<file path="src/rtl/riscv_pkg.sv">
// Shared definitions for the RV32I monocycle core front end: fetch
// states, the canonical NOP, opcode constants and instruction field
// bit positions.
package riscv_pkg;

  // Fetch sequencer states
  typedef enum logic [1:0] {
    FETCH = 2'b00,
    EXEC  = 2'b01,
    TRAP  = 2'b10
  } fetch_state_e;

  // addi x0,x0,0 -- held in the instruction register when nothing valid
  localparam logic [31:0] NOP_INSTR = 32'h0000_0013;

  // Base opcodes
  localparam logic [6:0] OP_R      = 7'b0110011;
  localparam logic [6:0] OP_I      = 7'b0010011;
  localparam logic [6:0] OP_LOAD   = 7'b0000011;
  localparam logic [6:0] OP_STORE  = 7'b0100011;
  localparam logic [6:0] OP_BRANCH = 7'b1100011;
  localparam logic [6:0] OP_JAL    = 7'b1101111;
  localparam logic [6:0] OP_JALR   = 7'b1100111;
  localparam logic [6:0] OP_LUI    = 7'b0110111;
  localparam logic [6:0] OP_AUIPC  = 7'b0010111;

  // Instruction field bit positions
  localparam int OPCODE_LSB = 0;
  localparam int OPCODE_MSB = 6;
  localparam int RD_LSB     = 7;
  localparam int RD_MSB     = 11;
  localparam int FUNCT3_LSB = 12;
  localparam int FUNCT3_MSB = 14;
  localparam int RS1_LSB    = 15;
  localparam int RS1_MSB    = 19;
  localparam int RS2_LSB    = 20;
  localparam int RS2_MSB    = 24;
  localparam int FUNCT7_LSB = 25;
  localparam int FUNCT7_MSB = 31;

endpackage

</file>
<file path="src/rtl/pc_next.sv">
// Next-PC selection: sequential PC+4 or the branch/jump target with
// bit 0 cleared (jalr rule), plus a flag for a target that is not
// word aligned.
module pc_next
  import riscv_pkg::*;
#(
  parameter int XLEN = 32
) (
  input  logic [XLEN-1:0] PC,
  input  logic            NextPCSrc,
  input  logic [XLEN-1:0] ALURes,
  output logic [XLEN-1:0] NextPC,
  output logic [XLEN-1:0] PCInc,
  output logic            Misaligned
);

  logic [XLEN-1:0] target;

  // Target selection and alignment check; PC+4 wraps naturally
  always_comb begin
    PCInc      = PC + XLEN'(4);
    target     = ALURes & ~{{(XLEN-1){1'b0}}, 1'b1};
    NextPC     = NextPCSrc ? target : PCInc;
    Misaligned = NextPCSrc & target[1];
  end

endmodule

</file>
<file path="src/rtl/fetch_unit.sv">
// Instruction fetch stage: holds the PC, fetches over a valid
// handshake, presents decoded fields, and traps on misaligned targets.
module fetch_unit
  import riscv_pkg::*;
#(
  parameter int          XLEN      = 32,
  parameter logic [XLEN-1:0] RESET_PC  = '0,
  parameter logic [31:0] NOP_INSTR = riscv_pkg::NOP_INSTR
) (
  input  logic            clk,
  input  logic            rst_n,
  input  logic            NextPCSrc,
  input  logic [XLEN-1:0] ALURes,
  output logic [XLEN-1:0] IMemAddr,
  output logic            IMemReq,
  input  logic            IMemValid,
  input  logic [31:0]     IMemRData,
  output logic [XLEN-1:0] PC,
  output logic [XLEN-1:0] PCInc,
  output logic [31:0]     Instr,
  output logic [6:0]      Opcode,
  output logic [2:0]      Function3,
  output logic [6:0]      Function7,
  output logic [4:0]      Rs1,
  output logic [4:0]      Rs2,
  output logic [4:0]      Rd,
  output logic            InstrValid,
  output logic            Trap,
  output logic [XLEN-1:0] TrapAddr
);

  fetch_state_e    state_q, state_d;
  logic [XLEN-1:0] pc_q, pc_d;
  logic [31:0]     instr_q, instr_d;
  logic            trap_q, trap_d;
  logic [XLEN-1:0] trapAddr_q, trapAddr_d;

  logic [XLEN-1:0] nextPc;
  logic            misaligned;

  pc_next #(.XLEN(XLEN)) u_pc_next (
    .PC         (pc_q),
    .NextPCSrc  (NextPCSrc),
    .ALURes     (ALURes),
    .NextPC     (nextPc),
    .PCInc      (PCInc),
    .Misaligned (misaligned)
  );

  // State and datapath registers; reset beats any in-flight fetch
  always_ff @(posedge clk) begin
    if (!rst_n) begin
      state_q    <= FETCH;
      pc_q       <= RESET_PC;
      instr_q    <= NOP_INSTR;
      trap_q     <= 1'b0;
      trapAddr_q <= '0;
    end else begin
      state_q    <= state_d;
      pc_q       <= pc_d;
      instr_q    <= instr_d;
      trap_q     <= trap_d;
      trapAddr_q <= trapAddr_d;
    end
  end

  // Next-state logic: capture in FETCH, advance or trap in EXEC, park in TRAP
  always_comb begin
    state_d    = state_q;
    pc_d       = pc_q;
    instr_d    = instr_q;
    trap_d     = trap_q;
    trapAddr_d = trapAddr_q;
    case (state_q)
      FETCH: begin
        if (IMemValid) begin
          instr_d = IMemRData;
          state_d = EXEC;
        end
      end
      EXEC: begin
        if (misaligned) begin
          trap_d     = 1'b1;
          trapAddr_d = nextPc;
          state_d    = TRAP;
        end else begin
          pc_d    = nextPc;
          state_d = FETCH;
        end
      end
      TRAP: begin
        state_d = TRAP;
      end
      default: begin
        state_d = FETCH;
      end
    endcase
  end

  // Handshake, strobe and decoded-field outputs
  always_comb begin
    IMemReq    = (state_q == FETCH);
    InstrValid = (state_q == EXEC);
    IMemAddr   = pc_q;
    PC         = pc_q;
    Instr      = instr_q;
    Trap       = trap_q;
    TrapAddr   = trapAddr_q;
    Opcode     = instr_q[OPCODE_MSB:OPCODE_LSB];
    Rd         = instr_q[RD_MSB:RD_LSB];
    Function3  = instr_q[FUNCT3_MSB:FUNCT3_LSB];
    Rs1        = instr_q[RS1_MSB:RS1_LSB];
    Rs2        = instr_q[RS2_MSB:RS2_LSB];
    Function7  = instr_q[FUNCT7_MSB:FUNCT7_LSB];
  end

endmodule

</file>
<file path="config.mk">
export PLATFORM = sky130hd
export DESIGN_NAME = fetch_unit
export DESIGN_NICKNAME = d
export VERILOG_FILES = /design/src/rtl/riscv_pkg.sv /design/src/rtl/pc_next.sv /design/src/rtl/fetch_unit.sv
export SDC_FILE = /design/constraint.sdc
export NUM_CORES = 1
export LEC_CHECK = 0
export BUFFER_PORTS_ARGS = -buffer_cell sky130_fd_sc_hd__buf_2
export CAP_MARGIN = 30
export CELL_PAD_IN_SITES_DETAIL_PLACEMENT = 1
export CELL_PAD_IN_SITES_GLOBAL_PLACEMENT = 2
export CORE_MARGIN = 2
export CORE_UTILIZATION = 24
export DETAILED_ROUTE_END_ITERATION = 6
export GPL_TIMING_DRIVEN = 0
export PLACE_DENSITY_LB_ADDON = 0.05
export SYNTH_ARGS = -nofsm -noshare
export SYNTH_HDL_FRONTEND = slang
export SYNTH_SLANG_ARGS = --single-unit
</file>
<file path="constraint.sdc">
create_clock -name clk -period 2.6 [get_ports clk]
set_input_delay 0.26 -clock clk [delete_from_list [all_inputs] [get_ports clk]]
set_output_delay 0.26 -clock clk [all_outputs]
set_load 0.02 [all_outputs]
</file>
# Word level (Yosys, flattened, before mapping)
# Cells that the tools add are included.
# totals
register_bits,99
output_inout_bits,195
elab_cells,19
in_bits,68
# op_classes
n_bitwise,2
mux,4
reduce_logical,4
n_addsub,1
n_eq_ne,3
# ops
operator,count
32-bit by 3-bit adder with 32-bit output (second input constant),1
32-bit 2-to-1 mux,1
2-bit one-hot mux with 3 select lines,1
2-bit AND reduction,3
2-bit 2-to-1 mux,2
2-bit by 1-bit equality test with 1-bit output (second input constant),1
2-bit equality test (second input constant),1
2-bit logical NOT,1
2-bit by 1-bit != test with 1-bit output (second input constant),1
1-bit AND,1
1-bit NOT,1

# Depth between registers and ports, before layout
# depth
depth_word,3
depth_mapped,7
depth_no_buf,6

# Modules after synthesis
# Synthesis repeated with hierarchy kept, for this count alone.
# hier_totals
cells_unflattened,632
area_unflattened_um2,5475.3
# modules_own_cells
mod,n_inst,seq_area_each_um2,area_each_um2,cells_each
fetch_unit,1,1981.9,4357.9,459
pc_next,1,0.0,1117.3,173

# Worst setup path before layout
# OpenSTA, ideal clock, no wires.
# synth_timing
path_type,flip-flop to output port
start,"register pc_q[3], in the netlist IMemAddr[3]"
end,output PCInc[26]
t_arrival_ns,2.185
t_required_ns,2.340
path_buffers,0
setup_slack_ns,0.155
path_stages_with_launch,7
path_cell_list,dfxtp_1 -> ha_1 -> nand3_1 -> nor4_4 -> nor4b_4 -> nand3_1 -> xnor2_1
# synth_via
elab_chain_len,1
# synth_lines
item,line,text
"start, declared",fetch_unit.sv:33,"logic [XLEN-1:0] pc_q, pc_d;"
"start signal, assigned",fetch_unit.sv:60,pc_q <= pc_d;
32-bit by 3-bit adder with 32-bit output,pc_next.sv:21,PCInc = PC + XLEN'(4);
"end, declared",fetch_unit.sv:19,"output logic [XLEN-1:0] PCInc,"
# Every way passes these cells.

# Worst setup path after layout
# layout_timing
start,"register pc_q[3], in the netlist IMemAddr[3]"
end,output PCInc[28]
# Same word-level chain as after synthesis.

==> reports/metrics.yaml <==
outcome: "finished clean"
critPathCaptureType: "output port"
drt_iter0_markers: 252
maxCapViolCount: 0
rr_endpoint: "IMemAddr[5]"
wl_per_cell_um: 17.9
slew_headroom_pct: 46.6
synth.top_cell.area_share_pct: 38.4
synth_top_family_by_area: "simple AND/OR/NAND/NOR gates"
drv_slew: 0
synth_cell_types: 57
cp_data_required_time_ps: 2340
area_growth_pct: 42.0
synth-seq-cells: 99
clkSinkCount: 99
cts_buffers: 9
setup_viol: 0
max_freq_ghz: 0.395
rows: 53
peakVddDrop_mv: 0.275
clock_skew_ps: 8.64
dr_total_vias: 5786
overflow: 0
cts_tree: "done"
drtAntennaViolNets: 0
dr.pass1.iters: 4
path_clk_slew_ps: 80
p_leak_nw: 3.61
clk_latency_ps: 360
start_kind: "flip-flop"
r2r.worst_path.cells: 6
routed_wl_um: 22200
synth_xor_area_share_pct: 4.75
vias_per_cell: 4.69
arrival_ps: 2270
core_area_sq_mm: 0.0211
min_path_type: "in -> reg"
io_buffers: 258
gp_congestion: 0.771
crit_type: "reg -> out"
synth_enable_flop_cells: 0
antenna_found_initial: 1
drc_errors: 0
whs_ps: 104
async_flop_share_pct: 0
period_share_pct: 97.3
synthCells: 676
min_period_ps: 2530
final-seq-area_sq_mm: 0.00201
synth_compound_area_share_pct: 16.4
synth_area_per_cell_sq_um: 7.64
die_area_sq_mm: 0.0227
rrSetupSlack_ps: 170
endpoint: "PCInc[28]"
final_util_pct: 34.8
die_h_um: 151
yosys.area_share.simple_pct: 25.4
fillers: 2678
grt_pass1_wl_um: 33000
worstHoldStart: "IMemRData[1]"
cp_max_fo: 5
hold_viol_final: 0
grt_pass1_vias: 5879
synth_top_area_cell: "dfxtp_1"
track_usage_pct: 19.1
synth_flop_cell: "dfxtp_1"
ctsHtreeMaxLevel: 3
grt_max_degree: 19
crit_start: "IMemAddr[3]"
p_per_area_mw_per_mm2: 516
ctsHoldBuffers: 0
synth_area_leaders: "dfxtp_1 38%, nand2_1 12%, buf_4 9.6%"
r2r-start: "state_q[1]"
drive_gt1_share_pct: 41.6
ios: 263
netlist_area_sq_mm: 0.00516
clock-root-buffer: "clkbuf_16"
multiInputGateArea_sq_mm: 0.00258
rsz0062_at_grt: "true"
fp.dieW_um: 151
synthMuxAreaShare_pct: 1.19
place_hpwl_um: 17100
syn-num-nets: 745
yosys.area_share.adder_pct: 0.242
worst_pin_slew_ps: 802
finalPower_mw: 3.78
clockBufferDepth: 2
ys_seq_area_share_pct: 38.4
finalNetCount: 1023
preCtsSetupSlack_ps: -267
ys_warn_count: 0
start_util_pct: 24.5
setup_slack_ps: 71.0
-- final cells by class --
| cell class | count | area share, % |
|---|---|---|
| multi-input cells | 457 | 35.2 |
| clock buffers | 9 | 3.07 |
| diodes | 1 | 0.0341 |
| well taps | 275 | 4.70 |
| flip-flops and latches | 99 | 27.4 |
| clock inverters | 7 | 0.820 |
| repair buffers | 272 | 19.2 |
| plain buffers | 110 | 9.31 |
| inverters | 5 | 0.256 |
-- flip-flops by register name, indices dropped and copies added, names as in the netlist --
register  flops
IMemAddr     32
state_q       2
TrapAddr     32
Trap          1
Instr        32
-- how the worst min path moves through the flow --
stage,slack (ps),cells after the start,to
after floorplan,380,2,Instr[0]
after detailed placement,450,2,TrapAddr[18]
after global routing,120,3,Instr[1]
final,100,3,Instr[1]
after CTS,100,3,Instr[1]
after global placement,440,2,TrapAddr[4]
-- Yosys cell counts (2+ instances only) --
library cell and n:
nand2b_1 4, o211ai_1 2, buf_4 66, and4_1 4, o21a_1 2, nor3_1 3, nor2_1 33, a21oi_1 79
o21ai_0 15, clkbuf_1 41, nand3_1 28, or4_1 3, and3_1 13, a31oi_1 11, nor4_4 2, and2_1 2
nand4_2 2, buf_2 3, a22o_1 3, inv_1 4, nand3b_1 3, nand4_1 7, a22oi_1 7, o31ai_1 6
dfxtp_1 99, buf_1 4, nand2_1 163, a41oi_1 2, xnor2_1 17, o311ai_0 2, mux2i_1 5, xor2_1 11
o22ai_1 3, nor4_1 4
-- where the power goes --
part	switching, mW	internal (mW)
Combinational	0.486	0.292
Clock	0.689	0.666
Sequential	0.0720	1.58
-- cell usage in the layout, fill, tap and decap left out, types with 3 or more instances in the layout --
master,n
buf_1,4
nor4_4,3
nand4_1,7
and3_1,13
o22ai_1,3
o21ai_0,15
buf_4,85
nor2_1,33
or4_1,3
a21oi_1,79
a22o_1,3
nor4_1,3
nand2_1,162
a22oi_1,7
nor3_1,3
dfxtp_2,14
o31ai_1,6
dfxtp_4,3
clkbuf_1,35
mux2i_1,5
xor2_1,11
nand3_2,4
nand3_1,24
a31oi_1,11
nand2b_1,4
dfxtp_1,82
inv_1,4
xnor2_1,16
nand3b_1,3
buf_2,254
clkbuf_16,9
-- what timing repair did --
action / CTS / global route
gates resized for setup: 30 / 25
setup buffers: 7 / 7
pin swaps: 4 / 6
setup endpoints to repair: 19 / 16
-- worst max-delay path: stages, from the launching register on --
cell     delay (ps)
dfxtp_4         370
ha_4            160
nand3_4          90
nor4_4          260
buf_4           180
nor4b_4         180
buf_4           190
nand3_2          90
xnor2_1         210
buf_4           180
-- cell families after synthesis --
logic type               Yosys count
AO/OA/AOI/OAI                    143
XOR/XNOR                          28
adder cells (fa/ha/maj)            1
buffers and inverters            120
flip-flops                        99
multiplexers                       6
AND/OR/NAND/NOR                  279
-- metrics by stage --
stage | cell area [sq um] | std cells | setup TNS, ps
6_report | 7330 | 1235 | 0
4_1_cts | 7230 | 1230 | 0
3_3_place_gp | 6800 | 1209 | -858
3_5_place_dp | 6800 | 1209 | -1300
2_1_floorplan | 5160 | 676 | 0
5_1_grt | 7330 | 1234 | -54.3
-- layer usage --
metal  share of wire (%)  up-vias  GRT usage [%]
met5                   0        -              0
met1                  43     2783           24.8
met2                  48      179           31.7
met4                 2.0        0           6.36
li1                    -     2801              -
met3                 6.6       23           3.70
No activity file was read; power rests on OpenSTA's default activity.
